[src/rtl/mem_arbiter_if.sv]
// Requester-side port of the two-master memory arbiter.
// The requester drives master, the arbiter sits on slave.
interface mem_arbiter_if #(
  parameter int ADDR_WIDTH = 16,
  parameter int DATA_WIDTH = 32
);
  logic                  req;
  logic                  write;
  logic [ADDR_WIDTH-1:0] address;
  logic [DATA_WIDTH-1:0] data_in;
  logic [3:0]            write_mask;
  logic [DATA_WIDTH-1:0] data_out;
  logic                  ack;

  modport master (
    output req, write, address,
    output data_in, write_mask,
    input  data_out, ack
  );

  modport slave (
    input  req, write, address,
    input  data_in, write_mask,
    output data_out, ack
  );
endinterface

[src/rtl/mem_arbiter.sv]
// Round-robin arbiter sharing one memory_bus between two masters.
// One access in flight: enable cycle, then fixed read latency.
module mem_arbiter #(
  parameter int ADDR_WIDTH   = 16,
  parameter int DATA_WIDTH   = 32,
  parameter int READ_LATENCY = 1
) (
  input  logic                  clk,
  input  logic                  reset,
  mem_arbiter_if.slave          m0,
  mem_arbiter_if.slave          m1,
  output logic [ADDR_WIDTH-1:0] bus_address,
  output logic [DATA_WIDTH-1:0] bus_data_in,
  output logic [3:0]            bus_write_mask,
  output logic                  bus_enable,
  output logic                  bus_write_enable,
  input  logic [DATA_WIDTH-1:0] bus_data_out
);

  typedef enum logic [1:0] {
    S_IDLE,
    S_ACCESS,
    S_WAIT
  } state_t;

  localparam logic [2:0] LAT_M1 =
    3'(READ_LATENCY - 1);

  state_t     state_q, state_d;
  logic [2:0] cnt_q, cnt_d;
  logic       last_q;
  logic       cur_q;
  logic       wr_q;
  logic       el0, el1;
  logic       pick;
  logic       grant;
  logic       done;

  // A port still holding req during its ack is not eligible
  assign el0  = m0.req & ~m0.ack;
  assign el1  = m1.req & ~m1.ack;
  assign pick = el1 & (~el0 | ~last_q);

  always_ff @(posedge clk) begin
    if (reset) begin
      state_q <= S_IDLE;
      cnt_q   <= '0;
    end else begin
      state_q <= state_d;
      cnt_q   <= cnt_d;
    end
  end

  always_comb begin
    state_d = state_q;
    cnt_d   = cnt_q;
    grant   = 1'b0;
    done    = 1'b0;
    unique case (state_q)
      S_IDLE: begin
        if (el0 | el1) begin
          grant   = 1'b1;
          state_d = S_ACCESS;
        end
      end
      S_ACCESS: begin
        cnt_d   = LAT_M1;
        state_d = S_WAIT;
      end
      S_WAIT: begin
        if (cnt_q == 3'd0) begin
          done    = 1'b1;
          state_d = S_IDLE;
        end else begin
          cnt_d = cnt_q - 3'd1;
        end
      end
      default: state_d = S_IDLE;
    endcase
  end

  always_ff @(posedge clk) begin
    if (reset) begin
      last_q           <= 1'b1;
      cur_q            <= 1'b0;
      wr_q             <= 1'b0;
      bus_address      <= '0;
      bus_data_in      <= '0;
      bus_write_mask   <= 4'b1111;
      bus_enable       <= 1'b0;
      bus_write_enable <= 1'b0;
      m0.ack           <= 1'b0;
      m1.ack           <= 1'b0;
      m0.data_out      <= '0;
      m1.data_out      <= '0;
    end else begin
      bus_enable       <= grant;
      bus_write_enable <= grant &
        (pick ? m1.write : m0.write);
      m0.ack           <= done & ~cur_q;
      m1.ack           <= done & cur_q;
      if (grant) begin
        last_q         <= pick;
        cur_q          <= pick;
        wr_q           <= pick ? m1.write
                               : m0.write;
        bus_address    <= pick ? m1.address
                               : m0.address;
        bus_data_in    <= pick ? m1.data_in
                               : m0.data_in;
        bus_write_mask <= pick ? m1.write_mask
                               : m0.write_mask;
      end
      // Writes leave the requester's read data untouched
      if (done & ~wr_q) begin
        if (cur_q) m1.data_out <= bus_data_out;
        else       m0.data_out <= bus_data_out;
      end
    end
  end

endmodule

[src/flat_wrapper.sv]
// flat-port wrapper written by rule: the top's interface ports become plain ports
module mem_arbiter_flat 
#(
  parameter int ADDR_WIDTH   = 16,
  parameter int DATA_WIDTH   = 32,
  parameter int READ_LATENCY = 1
)
  (clk, reset, bus_address, bus_data_in, bus_write_mask, bus_enable, bus_write_enable, bus_data_out, m0_req, m0_write, m0_address, m0_data_in, m0_write_mask, m0_data_out, m0_ack, m1_req, m1_write, m1_address, m1_data_in, m1_write_mask, m1_data_out, m1_ack);
  mem_arbiter_if #(.ADDR_WIDTH(ADDR_WIDTH), .DATA_WIDTH(DATA_WIDTH)) m0_i ();
  mem_arbiter_if #(.ADDR_WIDTH(ADDR_WIDTH), .DATA_WIDTH(DATA_WIDTH)) m1_i ();
  input  logic clk;
  input  logic reset;
  output logic [ADDR_WIDTH-1:0] bus_address;
  output logic [DATA_WIDTH-1:0] bus_data_in;
  output logic [3:0] bus_write_mask;
  output logic bus_enable;
  output logic bus_write_enable;
  input  logic [DATA_WIDTH-1:0] bus_data_out;
  input wire logic [$bits(m0_i.req)-1:0] m0_req;
  input wire logic [$bits(m0_i.write)-1:0] m0_write;
  input wire logic [$bits(m0_i.address)-1:0] m0_address;
  input wire logic [$bits(m0_i.data_in)-1:0] m0_data_in;
  input wire logic [$bits(m0_i.write_mask)-1:0] m0_write_mask;
  output wire logic [$bits(m0_i.data_out)-1:0] m0_data_out;
  output wire logic [$bits(m0_i.ack)-1:0] m0_ack;
  input wire logic [$bits(m1_i.req)-1:0] m1_req;
  input wire logic [$bits(m1_i.write)-1:0] m1_write;
  input wire logic [$bits(m1_i.address)-1:0] m1_address;
  input wire logic [$bits(m1_i.data_in)-1:0] m1_data_in;
  input wire logic [$bits(m1_i.write_mask)-1:0] m1_write_mask;
  output wire logic [$bits(m1_i.data_out)-1:0] m1_data_out;
  output wire logic [$bits(m1_i.ack)-1:0] m1_ack;
  assign m0_i.req = m0_req;
  assign m0_i.write = m0_write;
  assign m0_i.address = m0_address;
  assign m0_i.data_in = m0_data_in;
  assign m0_i.write_mask = m0_write_mask;
  assign m0_data_out = m0_i.data_out;
  assign m0_ack = m0_i.ack;
  assign m1_i.req = m1_req;
  assign m1_i.write = m1_write;
  assign m1_i.address = m1_address;
  assign m1_i.data_in = m1_data_in;
  assign m1_i.write_mask = m1_write_mask;
  assign m1_data_out = m1_i.data_out;
  assign m1_ack = m1_i.ack;
  mem_arbiter #(.ADDR_WIDTH(ADDR_WIDTH), .DATA_WIDTH(DATA_WIDTH), .READ_LATENCY(READ_LATENCY)) u_core (.clk(clk), .reset(reset), .m0(m0_i), .m1(m1_i), .bus_address(bus_address), .bus_data_in(bus_data_in), .bus_write_mask(bus_write_mask), .bus_enable(bus_enable), .bus_write_enable(bus_write_enable), .bus_data_out(bus_data_out));
endmodule
[config.mk]
export PLATFORM = sky130hd
export DESIGN_NAME = mem_arbiter_flat
export DESIGN_NICKNAME = d
export VERILOG_FILES = /design/src/rtl/mem_arbiter_if.sv /design/src/rtl/mem_arbiter.sv /design/src/flat_wrapper.sv
export SDC_FILE = /design/constraint.sdc
export NUM_CORES = 1
export LEC_CHECK = 0
export ABC_CLOCK_PERIOD_IN_PS = 2200
export CORE_ASPECT_RATIO = 1.5
export CORE_MARGIN = 8
export CORE_UTILIZATION = 41
export CTS_CLUSTER_SIZE = 10
export DETAILED_ROUTE_END_ITERATION = 6
export PLACE_DENSITY = 0.83
export SLEW_MARGIN = 20
export SYNTH_ARGS = -nofsm -noshare
export SYNTH_HDL_FRONTEND = slang
export SYNTH_SLANG_ARGS = --single-unit
[constraint.sdc]
create_clock -name clk -period 2.2 [get_ports clk]
set_input_delay 0.22 -clock clk [delete_from_list [all_inputs] [get_ports clk]]
set_output_delay 0.22 -clock clk [all_outputs]
set_load 0.01 [all_outputs]
==> flow_metrics.py <==
metrics = {
    "placement": {
        "place_hpwl_um": 12820,
        "gp_congestion": 0.7966,
        "placed_cell_area_um2": 8258,
        "port_buffers": 261,
    },
    "cts": {
        "clk_pin_slew_worst_paths_ns": 0.06,
        "clk_latency_ns": 0.40,
        "postCtsSetupRepairBufs": 0,
        "cts_tree": "built",
        "clockRootBuffer": "clkbuf_16",
        "numCtsBuffers": 17,
        "htree_levels": 4,
        "ctsHoldBuffers": 0,
        "clock_path_buffers": 2,
        "cts.sinks": 128,
        "post_cts_resized": 0,
    },
    "global_routing": {
        "grtUsageMet3_pct": 8.220,
        "grtUsageMet2_pct": 33.94,
        "grt_pass1_vias": 5512,
        "grt_max_degree": 52,
        "met1_usage_pct": 20.43,
        "grt_pass1_wl_um": 27960,
        "grt-busiest-layer": "met2",
        "grt-ovfl-total": 0,
        "antenna_found_initial": 0,
        "grt_use_total_pct": 19.49,
    },
    "synthesis": {
        "synth-compound-area-share_pct": 26.77,
        "ys_seq_area_share_pct": 46.26,
        "synth_xor_area_share_pct": 0,
        "syn_avg_cell_area_um2": 8.778,
        "synth_cell_types": 36,
        "synthCells": 631,
        "yosys.area_share.simple_pct": 19.38,
        "synth_fa_ha_area_share_pct": 0.4518,
        "synth_seq_cells": 128,
        "synth_top_family_by_area": "compound AO/OA/AOI/OAI gates",
        "synth_area_um2": 5539,
        "yosysWarnings": 0,
        "ys_async_sr_fraction_pct": 0,
        "synthFlopType": "dfxtp_1",
        "synth_nets": 775,
        "muxShareOfSynthArea_pct": 0.9035,
        "synth_edf_count": 0,
    },
    "setup_path": {
        "path_class": "reg -> reg",
        "cp.arrival_ns": 2.13,
        "ff2ff_setup_slack_ns": 0.40,
        "required_ns": 2.53,
        "reg2reg_depth": 8,
        "crit_fanout": 32,
        "startpoint_type": "flop",
        "worst_setup_path_end_kind": "flop",
    },
    "layout": {
        "final_cell_mix": "260 x clkdlybuf4s50_1, 186 x nand2_1, 128 x dfxtp_1, 60 x a21oi_2, 58 x nor2_1",
        "final_area_um2": 8853,
        "diodes": 0,
        "final_nets": 1021,
        "syn2layout_area_growth_pct": 59.84,
        "drive_above_1_share_pct": 18.45,
        "fin_util_pct": 66.38,
        "n_fill_cell": 1077,
        "layout_commonest_cell": "clkdlybuf4s50_1",
    },
    "job": {
        "drv_cap": 0,
    },
    "routing": {
        "vias": 5351,
        "antenna_left": 0,
        "post_drt_wl_per_cell_um": 16.80,
        "drt-total-wl_um": 17650,
        "via_per_inst": 5.091,
        "drtIter0Drc": 258,
        "drtPass1Iterations": 4,
        "drc": 0,
    },
    "timing": {
        "fmax_mhz": 555.2,
        "slew_violations": 0,
        "min_period_over_period_pct": 81.87,
        "totalNegativeSetupSlack_ns": 0,
        "max_slew_margin_pct": 63.75,
        "rsz0062_at_grt": "false",
        "hold_viol_final": 0,
        "tightest_slew_ns": 0.5437,
        "setup_viol": 0,
        "skew_ns": 0.01280,
        "fin_crit_ns": 1.801,
        "holdWs_ns": 0.2799,
    },
    "power": {
        "max-vdd-ir-drop_mv": 0.4407,
        "powerDensity_nw_per_um2": 761.3,
        "leakagePower_nw": 3.154,
        "finalPower_mw": 6.740,
    },
    "min_path": {
        "holdPathStages": 2,
        "min_path_type": "in -> reg",
    },
    "outcome": {
        "outcome": "complete, no violations",
    },
    "floorplanning": {
        "coreArea_um2": 13340,
        "die_w_um": 110.9,
        "rows": 52,
        "boundaryPins": 262,
        "die_area_um2": 17560,
        "start_util_pct": 41.53,
        "die_h_um": 158.4,
    },
}
[where the power goes]
part	switching [mW]	leakage [nW]	internal, mW
Sequential	0.0929	1.05	2.48
Clock	1.06	0.289	1.76
Combinational	0.630	1.82	0.720
[worst paths after layout]
check                           end                   start
max reg2reg  u_core.m1.data_out[26]         u_core.cnt_q[0]
min          u_core.m1.data_out[15]                   reset
max          u_core.m1.data_out[26]         u_core.cnt_q[0]
min reg2reg  u_core.m1.data_out[19]  u_core.m1.data_out[19]
[cells in the mapped netlist (5+ instances only)]
cell | count | share of area, %
a21oi_1 | 54 | 4.9
a211oi_2 | 44 | 9.9
dfxtp_1 | 128 | 46
a21oi_2 | 60 | 9.5
nand2_1 | 186 | 13
clkbuf_1 | 14 | 0.95
buf_4 | 8 | 1.1
buf_2 | 18 | 1.6
mux2i_1 | 5 | 0.90
nor3_1 | 5 | 0.45
buf_6 | 5 | 1.0
a211oi_1 | 5 | 0.68
nor2_1 | 58 | 3.9
[kinds of logic (layout without fill, tap and decap cells)]
logic type | Yosys count | in the layout
AND/OR/NAND/NOR | 266 | 266
AO/OA/AOI/OAI | 175 | 175
flip-flops | 128 | 128
buffers and inverters | 55 | 313
multiplexers | 5 | 5
adder cells (fa/ha/maj) | 2 | 2
[registers in the layout, indices dropped and copies added (netlist names), 2 cells and up]
register and count:
u_core.bus_address 16, u_core.bus_data_in 32, u_core.bus_write_mask 4, u_core.cnt_q 3, u_core.m0.data_out 32, u_core.m1.data_out 32
u_core.state_q 2
[per-layer routing]
metal | wire [um] | vias to the layer above
met4 | 422 | 0
met2 | 8871 | 194
met1 | 6837 | 2528
met3 | 1522 | 27
met5 | 0 | -
li1 | - | 2602
[final cells by class]
type / count / area [um2] / share of cell area [%]
Timing Repair Buffer: 279 / 2849 / 32.18
Tap cell: 162 / 202.7 / 2.289
Sequential cell: 128 / 2562 / 28.94
Clock inverter: 11 / 128.9 / 1.456
Clock buffer: 20 / 466.7 / 5.271
Inverter: 3 / 11.26 / 0.1272
Multi-Input combinational cell: 448 / 2633 / 29.73
[worst max-delay path: stages, from the launching register on]
cell     delay (ns)
dfxtp_1        0.33
inv_1          0.06
ha_1           0.14
ha_1           0.28
nor3b_4        0.27
and3_1         0.24
buf_12         0.21
nand2_1        0.09
a21oi_2        0.11
[metrics by stage]
stage | std cells | worst slack (ns)
after floorplan | 631 | 0.5159
after detailed placement | 1020 | 0.3860
final | 1051 | 0.3988
after CTS | 1051 | 0.3750
after global routing | 1051 | 0.2181
after global placement | 1020 | 0.4437
No activity file was read; power rests on OpenSTA's default activity.
